[config.mk]
export PLATFORM = sky130hd
export DESIGN_NAME = config_chain_loader
export DESIGN_NICKNAME = d
export VERILOG_FILES = /design/src/rtl/config_chain_loader.sv
export SDC_FILE = /design/constraint.sdc
export NUM_CORES = 1
export LEC_CHECK = 0
export CORE_MARGIN = 5
export CORE_UTILIZATION = 48
export DETAILED_ROUTE_END_ITERATION = 6
export GPL_TIMING_DRIVEN = 1
export PLACE_DENSITY_LB_ADDON = 0.3
export SYNTH_ARGS = -nofsm -noshare
export SYNTH_HDL_FRONTEND = slang
export SYNTH_SLANG_ARGS = --single-unit
[constraint.sdc]
create_clock -name i_clock -period 2.9 [get_ports i_clock]
set_input_delay 0.58 -clock i_clock [delete_from_list [all_inputs] [get_ports i_clock]]
set_output_delay 0.58 -clock i_clock [all_outputs]
set_load 0.03 [all_outputs]
[src/rtl/config_chain_loader.sv]
`default_nettype none
// ============================================================================
//  Module      : config_chain_loader
//  Description : Streams host bitstream words LSB-first into the serial
//                configuration chain of a fabric tile, counting exactly
//                CHAIN_LENGTH bits, and holds the logic elements in reset
//                until the whole chain has been loaded.
//  Revision    : 1.0 - initial release
// ============================================================================
module config_chain_loader #(
  parameter int CHAIN_LENGTH = 68,
  parameter int WORD_WIDTH   = 8
) (
  input  logic                  i_clock,
  input  logic                  i_reset,
  input  logic                  i_start,
  input  logic [WORD_WIDTH-1:0] i_data_in,
  input  logic                  i_data_valid,
  output logic                  o_data_ready,
  output logic                  o_config_bit,
  output logic                  o_config_shift,
  output logic                  o_busy,
  output logic                  o_done,
  output logic                  o_fabric_nreset
);

  localparam int c_REMAIN_W = $clog2(CHAIN_LENGTH + 1);
  localparam int c_WBIT_W   = $clog2(WORD_WIDTH + 1);
  localparam int c_CMP_W    = (c_REMAIN_W > c_WBIT_W) ? c_REMAIN_W : c_WBIT_W;

  localparam logic [1:0] c_S_IDLE  = 2'd0;
  localparam logic [1:0] c_S_LOAD  = 2'd1;
  localparam logic [1:0] c_S_SHIFT = 2'd2;
  localparam logic [1:0] c_S_DONE  = 2'd3;

  localparam logic [c_REMAIN_W-1:0] c_REMAIN_FULL = c_REMAIN_W'(CHAIN_LENGTH);
  localparam logic [c_REMAIN_W-1:0] c_REMAIN_ONE  = c_REMAIN_W'(1);
  localparam logic [c_WBIT_W-1:0]   c_WBIT_FULL   = c_WBIT_W'(WORD_WIDTH);
  localparam logic [c_WBIT_W-1:0]   c_WBIT_ONE    = c_WBIT_W'(1);
  localparam logic [c_CMP_W-1:0]    c_WORD_CMP    = c_CMP_W'(WORD_WIDTH);

  logic [1:0]            r_state;
  logic [1:0]            w_state_next;
  logic [WORD_WIDTH-1:0] r_sreg;
  logic [c_REMAIN_W-1:0] r_remain;
  logic [c_WBIT_W-1:0]   r_wbit;

  // Bits to shift from a freshly accepted word: a full word, or only what is
  // left of the chain so the unused upper bits of the last word are dropped.
  logic [c_CMP_W-1:0]    w_remain_cmp;
  logic [c_WBIT_W-1:0]   w_first_wbit;

  assign w_remain_cmp = c_CMP_W'(r_remain);
  assign w_first_wbit = (w_remain_cmp < c_WORD_CMP) ? c_WBIT_W'(r_remain) : c_WBIT_FULL;

  // State register
  always_ff @(posedge i_clock or posedge i_reset) begin
    if (i_reset) begin
      r_state <= c_S_IDLE;
    end else begin
      r_state <= w_state_next;
    end
  end

  // Next-state decode; start is only honoured from IDLE or DONE
  always_comb begin
    w_state_next = r_state;
    case (r_state)
      c_S_IDLE: begin
        if (i_start) w_state_next = c_S_LOAD;
      end
      c_S_LOAD: begin
        if (i_data_valid) w_state_next = c_S_SHIFT;
      end
      c_S_SHIFT: begin
        if (r_wbit == c_WBIT_ONE) begin
          w_state_next = (r_remain == c_REMAIN_ONE) ? c_S_DONE : c_S_LOAD;
        end
      end
      c_S_DONE: begin
        if (i_start) w_state_next = c_S_LOAD;
      end
      default: w_state_next = c_S_IDLE;
    endcase
  end

  // Datapath: word capture, serialisation and the two bit counters
  always_ff @(posedge i_clock or posedge i_reset) begin
    if (i_reset) begin
      r_sreg   <= '0;
      r_remain <= '0;
      r_wbit   <= '0;
    end else begin
      case (r_state)
        c_S_IDLE, c_S_DONE: begin
          if (i_start) r_remain <= c_REMAIN_FULL;
        end
        c_S_LOAD: begin
          if (i_data_valid) begin
            r_sreg <= i_data_in;
            r_wbit <= w_first_wbit;
          end
        end
        c_S_SHIFT: begin
          r_sreg   <= r_sreg >> 1;
          r_wbit   <= r_wbit - c_WBIT_ONE;
          r_remain <= r_remain - c_REMAIN_ONE;
        end
        default: begin
        end
      endcase
    end
  end

  // Outputs decoded purely from registered state, never from inputs
  always_comb begin
    o_data_ready    = 1'b0;
    o_config_shift  = 1'b0;
    o_config_bit    = 1'b0;
    o_busy          = 1'b0;
    o_done          = 1'b0;
    o_fabric_nreset = 1'b0;
    case (r_state)
      c_S_LOAD: begin
        o_data_ready = 1'b1;
        o_busy       = 1'b1;
      end
      c_S_SHIFT: begin
        o_config_shift = 1'b1;
        o_config_bit   = r_sreg[0];
        o_busy         = 1'b1;
      end
      c_S_DONE: begin
        o_done          = 1'b1;
        o_fabric_nreset = 1'b1;
      end
      default: begin
      end
    endcase
  end

endmodule
`default_nettype wire

==> results.json, run 1 <==
{
  "cts-hold-fix-buffers": 0,
  "cp_max_fo": 10,
  "peakVddDrop_mv": 0.7158,
  "required_ns": 2.32,
  "outcome": "finished, final reports clean",
  "port_buffers": 17,
  "die_w_um": 60.49,
  "cts_sinks": 21,
  "clk_root_buffer_cell": "clkbuf_4",
  "rrSetupSlack_ns": 0.98,
  "drv_cap": 0,
  "gp_congestion": 0.7252,
  "start_util": 0.4985,
  "wl_mm": 2.343,
  "syn_nets": 147,
  "setup_tns_ns": 0,
  "seq_area_frac_synth": 0.4294,
  "fin_crit_sh": 0.8943,
  "drtIter0Drc": 18,
  "setup_violations": 0,
  "grtUsageTotal": 0.1486,
  "grt_overflow": 0,
  "syn2layout_area_growth_pct": 18.30,
  "end_kind": "output pin",
  "leakage_nw": 0.6234,
  "slew_viol_final": 0,
  "tightestPinTransition_ns": 0.7823,
  "powerDensity_mw_per_mm2": 1070,
  "reg2reg_from": "r_state[0]",
  "grt_max_degree": 24,
  "post_cts_resize_count": 0,
  "clk_latency_ns": 0.30,
  "ant_nets": 0,
  "fp.dieH_um": 60.49,
  "clock_path_buffers": 2,
  "r2r_end": "r_wbit[3]",
  "arrival_ns": 2.01,
  "min_path_type": "flip-flop to flip-flop",
  "antenna_found_initial": 0,
  "crit_path_start": "r_state[0]",
  "worst-setup-path-type": "flip-flop to output pin",
  "cts_setup_buffers": 0,
  "clk_pin_slew_worst_paths_ns": 0.11,
  "dieArea_mm2": 0.003659,
  "period_minus_slack_ns": 2.593,
  "avgSynthCellArea_um2": 9.635,
  "h-tree-depth": 1,
  "num_rows": 18,
  "n_antenna_cell": 0,
  "grt_pass1_vias": 904,
  "cts_tree": "done",
  "drive_gt1_frac": 0.07586,
  "syn_inst": 127,
  "cp-start-kind": "flip-flop",
  "dp_hpwl_mm": 1.811,
  "drt_pass1_iterations": 4,
  "grt_first_pass_wirelength_mm": 4.050,
  "vias": 939,
  "yosysUniqueCellTypes": 30,
  "cts_made_buffers": 3,
  "reg2reg_depth": 7,
  "vias_per_cell": 5.366,
  "hold_viol": 0,
  "fin_skew_ns": 0.002508,
  "core-area_mm2": 0.002455,
  "ys.warnings.count": 0,
  "holdWs_ns": 0.4917,
  "routedWlPerCell_um": 13.39,
  "clock.fmax_mhz": 385.6,
  "synth.cell_area_mm2": 0.001224,
  "endpoint": "o_config_bit",
  "worst_slew_margin_rel": 0.4779,
  "ys_seq_elements": 21,
  "ios": 18,
  "layout.nets": 166,
  "rsz0062_at_grt": "no",
  "drc": 0
}
-- Yosys cell counts --
library cell  instances  area [um2]
a21oi_1               6       30.03
a221oi_2              1       15.01
a311oi_1              1       8.760
a31oi_1               1       6.260
and2_1                2       12.51
and3b_1               1       8.760
buf_2                 2       10.01
buf_4                 1       7.510
clkbuf_1              2       7.510
dfrtp_1              21       525.5
ha_1                  8       100.1
inv_1                10       37.54
mux2_2                1       11.26
mux2i_1              13       130.1
nand2_1              17       63.81
nand2b_1              1       6.260
nand3_1               1       5.000
nand3b_1              1       7.510
nor2_1                1       3.750
nor2b_1               6       37.54
nor4_1                3       18.77
o21ai_0              15       75.07
o221ai_1              1       8.760
o22ai_1               1       6.260
o2bb2a_1              1       10.01
o32a_1                1       10.01
or2_2                 1       6.260
or3_1                 4       25.02
or3b_2                2       17.52
or4_4                 1       11.26
-- critical path: stages (launching register included) --
cell	delay [ns]
dfrtp_1	0.44
inv_1	0.09
ha_1	0.35
and2_1	0.18
clkdlybuf4s50_1	0.66
-- cells in the final DEF, fill, tap and decap left out, types with 2 or more instances in the layout --
cell,instances
nor4_1,3
nor2b_1,6
inv_1,10
a21oi_1,6
or3b_2,2
nand2_1,17
o21ai_0,15
and2_1,2
mux2i_1,13
clkdlybuf4s50_1,17
dfrtp_1,21
ha_1,8
clkbuf_4,3
buf_4,2
or3_1,4
-- routing by layer --
metal / global-route usage / vias to the layer above / routed length (um) / share of wire
met3: 0.02553 / 2 / 73 / 0.031
met4: 0.04644 / 0 / 13 / 0.0055
met1: 0.2019 / 443 / 1127 / 0.48
met5: 0 / - / 0 / 0
li1: - / 480 / - / -
met2: 0.2438 / 14 / 1129 / 0.48
-- worst min-delay path by stage --
stage / start / to / slack (ns) / depth (start not counted)
after floorplan: r_sreg[0] / r_sreg[0] / 0.44 / 2
after global placement: r_sreg[3] / r_sreg[3] / 0.46 / 2
after detailed placement: r_sreg[2] / r_sreg[2] / 0.47 / 2
after CTS: r_sreg[2] / r_sreg[2] / 0.50 / 2
after global routing: r_wbit[1] / r_wbit[1] / 0.54 / 2
final: r_sreg[2] / r_sreg[2] / 0.49 / 2
-- cell families (layout without fill, tap and decap cells) --
family / count (synthesis) / count (layout) / share of synthesized area
simple gates: 41 / 41 / 0.1830
flops: 21 / 21 / 0.4294
compound gates: 28 / 28 / 0.1391
fa+ha+maj: 8 / 8 / 0.08180
buf+inv: 15 / 33 / 0.05113
mux: 14 / 14 / 0.1155
-- report_power, final --
group	internal [W]	total [W]	switching (W)	leakage, nW
clock	0.0000536	0.000141	0.0000871	0.0150
combinational	0.000390	0.000878	0.000488	0.352
sequential	0.000423	0.000530	0.000107	0.257
-- area by class of cell --
type / instances / area (um2)
fillers: 218 / 1007
multi-input cells: 91 / 635.6
flip-flops and latches: 21 / 525.5
repair buffers: 19 / 185.2
inverters: 10 / 37.54
well taps: 30 / 37.54
clock buffers: 4 / 26.28
-- sequential cells by signal, indices dropped and copies added, names as in the netlist --
register and flops:
r_sreg 8, r_state 2, r_wbit 4, r_remain 7
-- per-stage QoR --
stage / cells / utilization / cell area, um2 / power (W) / setup slack (ns)
after global placement: 171 / 0.5790 / 1421 / 0.001371 / 0.6771
after global routing: 175 / 0.5897 / 1448 / 0.001709 / 0.1721
after detailed placement: 171 / 0.5790 / 1421 / 0.001420 / 0.6494
final: 175 / 0.5897 / 1448 / 0.001549 / 0.3065
after floorplan: 127 / - / 1224 / 0.001176 / 0.6133
after CTS: 175 / 0.5897 / 1448 / 0.001564 / 0.2921
Power figures use the tool's default switching activity.
==> run 2, diff against run 1 <==
- CORE_UTILIZATION: 48 -> 57
- PLACE_DENSITY: unset -> 0.94
- PLACE_DENSITY_LB_ADDON: 0.3 -> unset
==> results.json, run 2 (synthesis gave the netlist of run 1 again) <==
{
  "pwr-share-comb": 0.569,
  "cts_made_buffers": 3,
  "grt_max_degree": 24,
  "hold_viol": 0,
  "tightestPinTransition_ns": 0.7935,
  "fin_skew_ns": 0.002219,
  "drc": 0,
  "cp-start-kind": "flip-flop",
  "cts_tree": "done",
  "worst-setup-path-type": "flip-flop to output pin",
  "grt_first_pass_wirelength_mm": 4.140,
  "clock_path_buffers": 2,
  "clockPowerShare": 0.091,
  "min_path_type": "flip-flop to flip-flop",
  "fp.dieH_um": 56.34,
  "end_kind": "output pin",
  "cts-hold-fix-buffers": 0,
  "period_minus_slack_ns": 2.510,
  "num_rows": 16,
  "powerDensity_mw_per_mm2": 1081,
  "grt_use_met2": 0.2805,
  "routedWlPerCell_um": 13.92,
  "dp_hpwl_mm": 1.879,
  "layout.nets": 167,
  "clk_latency_ns": 0.30,
  "post_cts_resize_count": 0,
  "final_common_cell": "dfrtp_1",
  "ios": 18,
  "required_ns": 2.32,
  "vias": 1008,
  "p_switching_w": 0.0006973,
  "clk_root_buffer_cell": "clkbuf_4",
  "grt_pass1_vias": 972,
  "dp_cells": 169,
  "port_buffers": 17,
  "clk_pin_slew_worst_paths_ns": 0.12,
  "start_util": 0.6113,
  "final.fill_count": 153,
  "fin_cells": 173,
  "vias_per_cell": 5.827,
  "clock.fmax_mhz": 398.4,
  "h-tree-depth": 1,
  "core-area_mm2": 0.002002,
  "cp_max_fo": 6,
  "switching_share": 0.4446,
  "use_met3": 0.02523,
  "peakVddDrop_mv": 0.7323,
  "layout_common_cells": "21 x dfrtp_1, 17 x nand2_1, 17 x clkdlybuf4s50_1",
  "largest_reg_flops": 8,
  "drv_cap": 0,
  "rsz0062_at_grt": "no",
  "grtUsageTotal": 0.1627,
  "p_int_w": 0.0008709,
  "slew_viol_final": 0,
  "gp_congestion": 0.7912,
  "reg.largest.list": "r_sreg x8, r_remain x7, r_wbit x4",
  "die_w_um": 56.34,
  "dieArea_mm2": 0.003174,
  "cts_sinks": 21,
  "setup_violations": 0,
  "n_antenna_cell": 0,
  "outcome": "finished, final reports clean",
  "syn2layout_area_growth_pct": 18.61,
  "grt_overflow": 0,
  "antenna_found_initial": 0,
  "busiest_layer": "met2",
  "grt_use_met1": 0.1956,
  "drt_pass1_iterations": 4,
  "p_seq_frac": 0.340,
  "fin_crit_sh": 0.8655,
  "ant_nets": 0,
  "setup_tns_ns": 0,
  "holdWs_ns": 0.4968,
  "wl_mm": 2.408,
  "leakage_nw": 0.6286,
  "arrival_ns": 1.93,
  "regMostFlops": "r_sreg",
  "drtIter0Drc": 45,
  "drive_gt1_frac": 0.08219,
  "worst_slew_margin_rel": 0.4704,
  "cts_setup_buffers": 0
}
run 2: cell count changes in the layout (fill, tap and decap cells not counted):
cell,change
buf_4,+1
run 2: power by group through the flow:
stage	clock network [W]	registers, W	logic (W)
2_1_floorplan	0	0.000506	0.000669
3_3_place_gp	0	0.000522	0.000844
3_5_place_dp	0	0.000537	0.000892
4_1_cts	0.000141	0.000530	0.000898
5_1_grt	0.000157	0.000551	0.000995
6_report	0.000142	0.000534	0.000892
run 2: area by class of cell:
class                           instances  area [um2]  share of cell area
Timing Repair Buffer                   20       192.7              0.1328
Inverter                               10       37.54             0.02586
Tap cell                               27       33.78             0.02328
Clock buffer                            4       26.28             0.01810
Multi-Input combinational cell         91       635.6              0.4379
Sequential cell                        21       525.5              0.3621
run 2: final timing paths:
kind / start / to / slack (ns) / cells past startpoint
max in group asynchronous: i_reset / r_wbit[3] / 1.70 / 2
worst max register to register: r_state[0] / r_remain[6] / 1.04 / 6
min in group asynchronous: i_reset / r_remain[6] / 0.71 / 2
worst max-delay path: r_state[0] / o_busy / 0.39 / 4
worst min register to register: r_sreg[6] / r_sreg[6] / 0.50 / 2
worst min-delay path: r_sreg[6] / r_sreg[6] / 0.50 / 2
run 2: worst max-delay path, stage by stage (launching register included):
cell and delay [ns]:
dfrtp_1 0.42, inv_1 0.08, ha_1 0.37, inv_1 0.09, clkdlybuf4s50_1 0.66
run 2: through the flow:
step / setup slack [ns] / total power, W / area, um2 / util
after floorplan: 0.6133 / 0.001176 / 1224 / -
after global placement: 0.7769 / 0.001366 / 1425 / 0.7119
after detailed placement: 0.7413 / 0.001429 / 1425 / 0.7119
after CTS: 0.3922 / 0.001568 / 1451 / 0.7250
after global routing: 0.3119 / 0.001703 / 1451 / 0.7250
final: 0.3901 / 0.001568 / 1451 / 0.7250
run 2: per-layer routing:
metal	part of all wire	vias up	wire, um
met5	0	-	0
met4	0.028	0	67
met3	0.041	8	98
met2	0.50	29	1203
met1	0.43	492	1038
li1	-	479	-
==> run 3, diff against run 2 <==
- PLACE_DENSITY: 0.94 -> 0.85
==> results.json, run 3 (synthesis gave the netlist of run 1 again) <==
{
  "outcome": "finished, final reports clean",
  "gp_congestion": 0.7933,
  "largest_reg_flops": 8,
  "vias_per_cell": 5.532,
  "fp.dieH_um": 56.34,
  "end_kind": "output pin",
  "p_int_w": 0.0008705,
  "period_minus_slack_ns": 2.552,
  "crit_chain": "inv_1 -> ha_1 -> inv_1 -> clkdlybuf4s50_1",
  "rsz0062_at_grt": "no",
  "grt_overflow": 0,
  "cp_num_buf_inv": 3,
  "num_rows": 16,
  "start_util": 0.6113,
  "layout_common_cells": "21 x dfrtp_1, 17 x nand2_1, 17 x clkdlybuf4s50_1",
  "drt_pass1_iterations": 4,
  "dp_hpwl_mm": 1.801,
  "critPathSlowestCell": "clkdlybuf4s50_1",
  "min_path_type": "flip-flop to flip-flop",
  "switching_share": 0.4413,
  "port_buffers": 17,
  "multiInputGateArea_um2": 635.6,
  "core-area_mm2": 0.002002,
  "p_switching_w": 0.0006876,
  "required_ns": 2.32,
  "clock.fmax_mhz": 391.9,
  "h-tree-depth": 1,
  "leakage_nw": 0.6286,
  "cts_made_buffers": 3,
  "antenna_found_initial": 0,
  "powerDensity_mw_per_mm2": 1074,
  "p_seq_frac": 0.340,
  "worst_path_most_repeated_cell": "inv_1",
  "final_common_cell": "dfrtp_1",
  "fin_crit_sh": 0.8800,
  "fin_skew_ns": 0.006049,
  "tightestPinTransition_ns": 0.8105,
  "clk_latency_ns": 0.30,
  "ant_nets": 0,
  "routedWlPerCell_um": 13.60,
  "reg.largest.list": "r_sreg x8, r_remain x7, r_wbit x4",
  "cts_sinks": 21,
  "clk_pin_slew_worst_paths_ns": 0.12,
  "grt_pass1_vias": 898,
  "n_antenna_cell": 0,
  "syn2layout_area_growth_pct": 18.61,
  "worst-setup-path-type": "flip-flop to output pin",
  "holdWs_ns": 0.4937,
  "cts_tree": "done",
  "regMostFlops": "r_sreg",
  "drive_gt1_frac": 0.08219,
  "drv_cap": 0,
  "setup_violations": 0,
  "slowest_delay_ns": 0.69,
  "worst_slew_margin_rel": 0.4591,
  "post_cts_resize_count": 0,
  "final.fill_count": 144,
  "rrSetupSlack_ns": 1.03,
  "slew_viol_final": 0,
  "ios": 18,
  "cp_top_family": "buffers and inverters",
  "peakVddDrop_mv": 0.6837,
  "vias": 957,
  "cp-start-kind": "flip-flop",
  "seq_area_um2": 525.5,
  "clockPowerShare": 0.090,
  "grt_first_pass_wirelength_mm": 4.022,
  "layout.nets": 167,
  "grtUsageTotal": 0.1582,
  "cts-hold-fix-buffers": 0,
  "clock_path_buffers": 2,
  "arrival_ns": 1.97,
  "clk_root_buffer_cell": "clkbuf_4",
  "drc": 0,
  "wl_mm": 2.352,
  "drtIter0Drc": 33,
  "cp_max_fo": 6,
  "grt_max_degree": 24,
  "dieArea_mm2": 0.003174,
  "setup_tns_ns": 0,
  "pwr-share-comb": 0.570,
  "cts_setup_buffers": 0,
  "die_w_um": 56.34,
  "hold_viol": 0
}
[run 3: cell counts in the layout (fill, tap and decap cells not counted)]
No cell type changed its count.
[run 3: final timing paths]
path	from	endpoint	depth (start not counted)
hold reg to reg	r_sreg[2]	r_sreg[2]	2
setup reg to reg	r_state[0]	r_remain[3]	5
min in group asynchronous	i_reset	r_remain[0]	2
hold / removal	r_sreg[2]	r_sreg[2]	2
max in group asynchronous	i_reset	r_wbit[2]	2
setup / recovery	r_state[0]	o_busy	4
[run 3: metrics by stage]
step           power, W  instance area (um2)  utilization  setup slack, ns  cells
6_report       0.001558                 1451       0.7250           0.3481    173
2_1_floorplan  0.001176                 1224            -           0.6133    127
3_3_place_gp   0.001375                 1425       0.7119           0.7765    169
5_1_grt        0.001696                 1451       0.7250           0.2539    173
4_1_cts        0.001565                 1451       0.7250           0.3384    173
3_5_place_dp   0.001425                 1425       0.7119           0.6798    169
[run 3: power groups by stage]
stage                     clock network (W)  logic, W  registers [W]
after floorplan                           0  0.000669       0.000506
after global placement                    0  0.000850       0.000525
after detailed placement                  0  0.000888       0.000537
after CTS                          0.000142  0.000893       0.000530
after global routing               0.000157  0.000991       0.000549
final                              0.000140  0.000888       0.000530
[run 3: final cells by class]
type                            instances  area share
Multi-Input combinational cell         91      0.4379
Sequential cell                        21      0.3621
Timing Repair Buffer                   20      0.1328
Inverter                               10     0.02586
Tap cell                               27     0.02328
Clock buffer                            4     0.01810
[run 3: worst reg2reg max path: stages, from the launching register on]
cell,delay [ns]
dfrtp_1,0.43
inv_1,0.08
ha_1,0.38
mux2i_1,0.58
o21ai_0,0.19
a21oi_1,0.15
[run 3: per-layer routing]
| metal | global-route usage | share of wire | up-vias |
|---|---|---|---|
| met1 | 0.2111 | 0.47 | 457 |
| met3 | 0.02982 | 0.028 | 2 |
| met5 | 0 | 0 | - |
| li1 | - | - | 485 |
| met2 | 0.2638 | 0.50 | 13 |
| met4 | 0.04068 | 0.0043 | 0 |
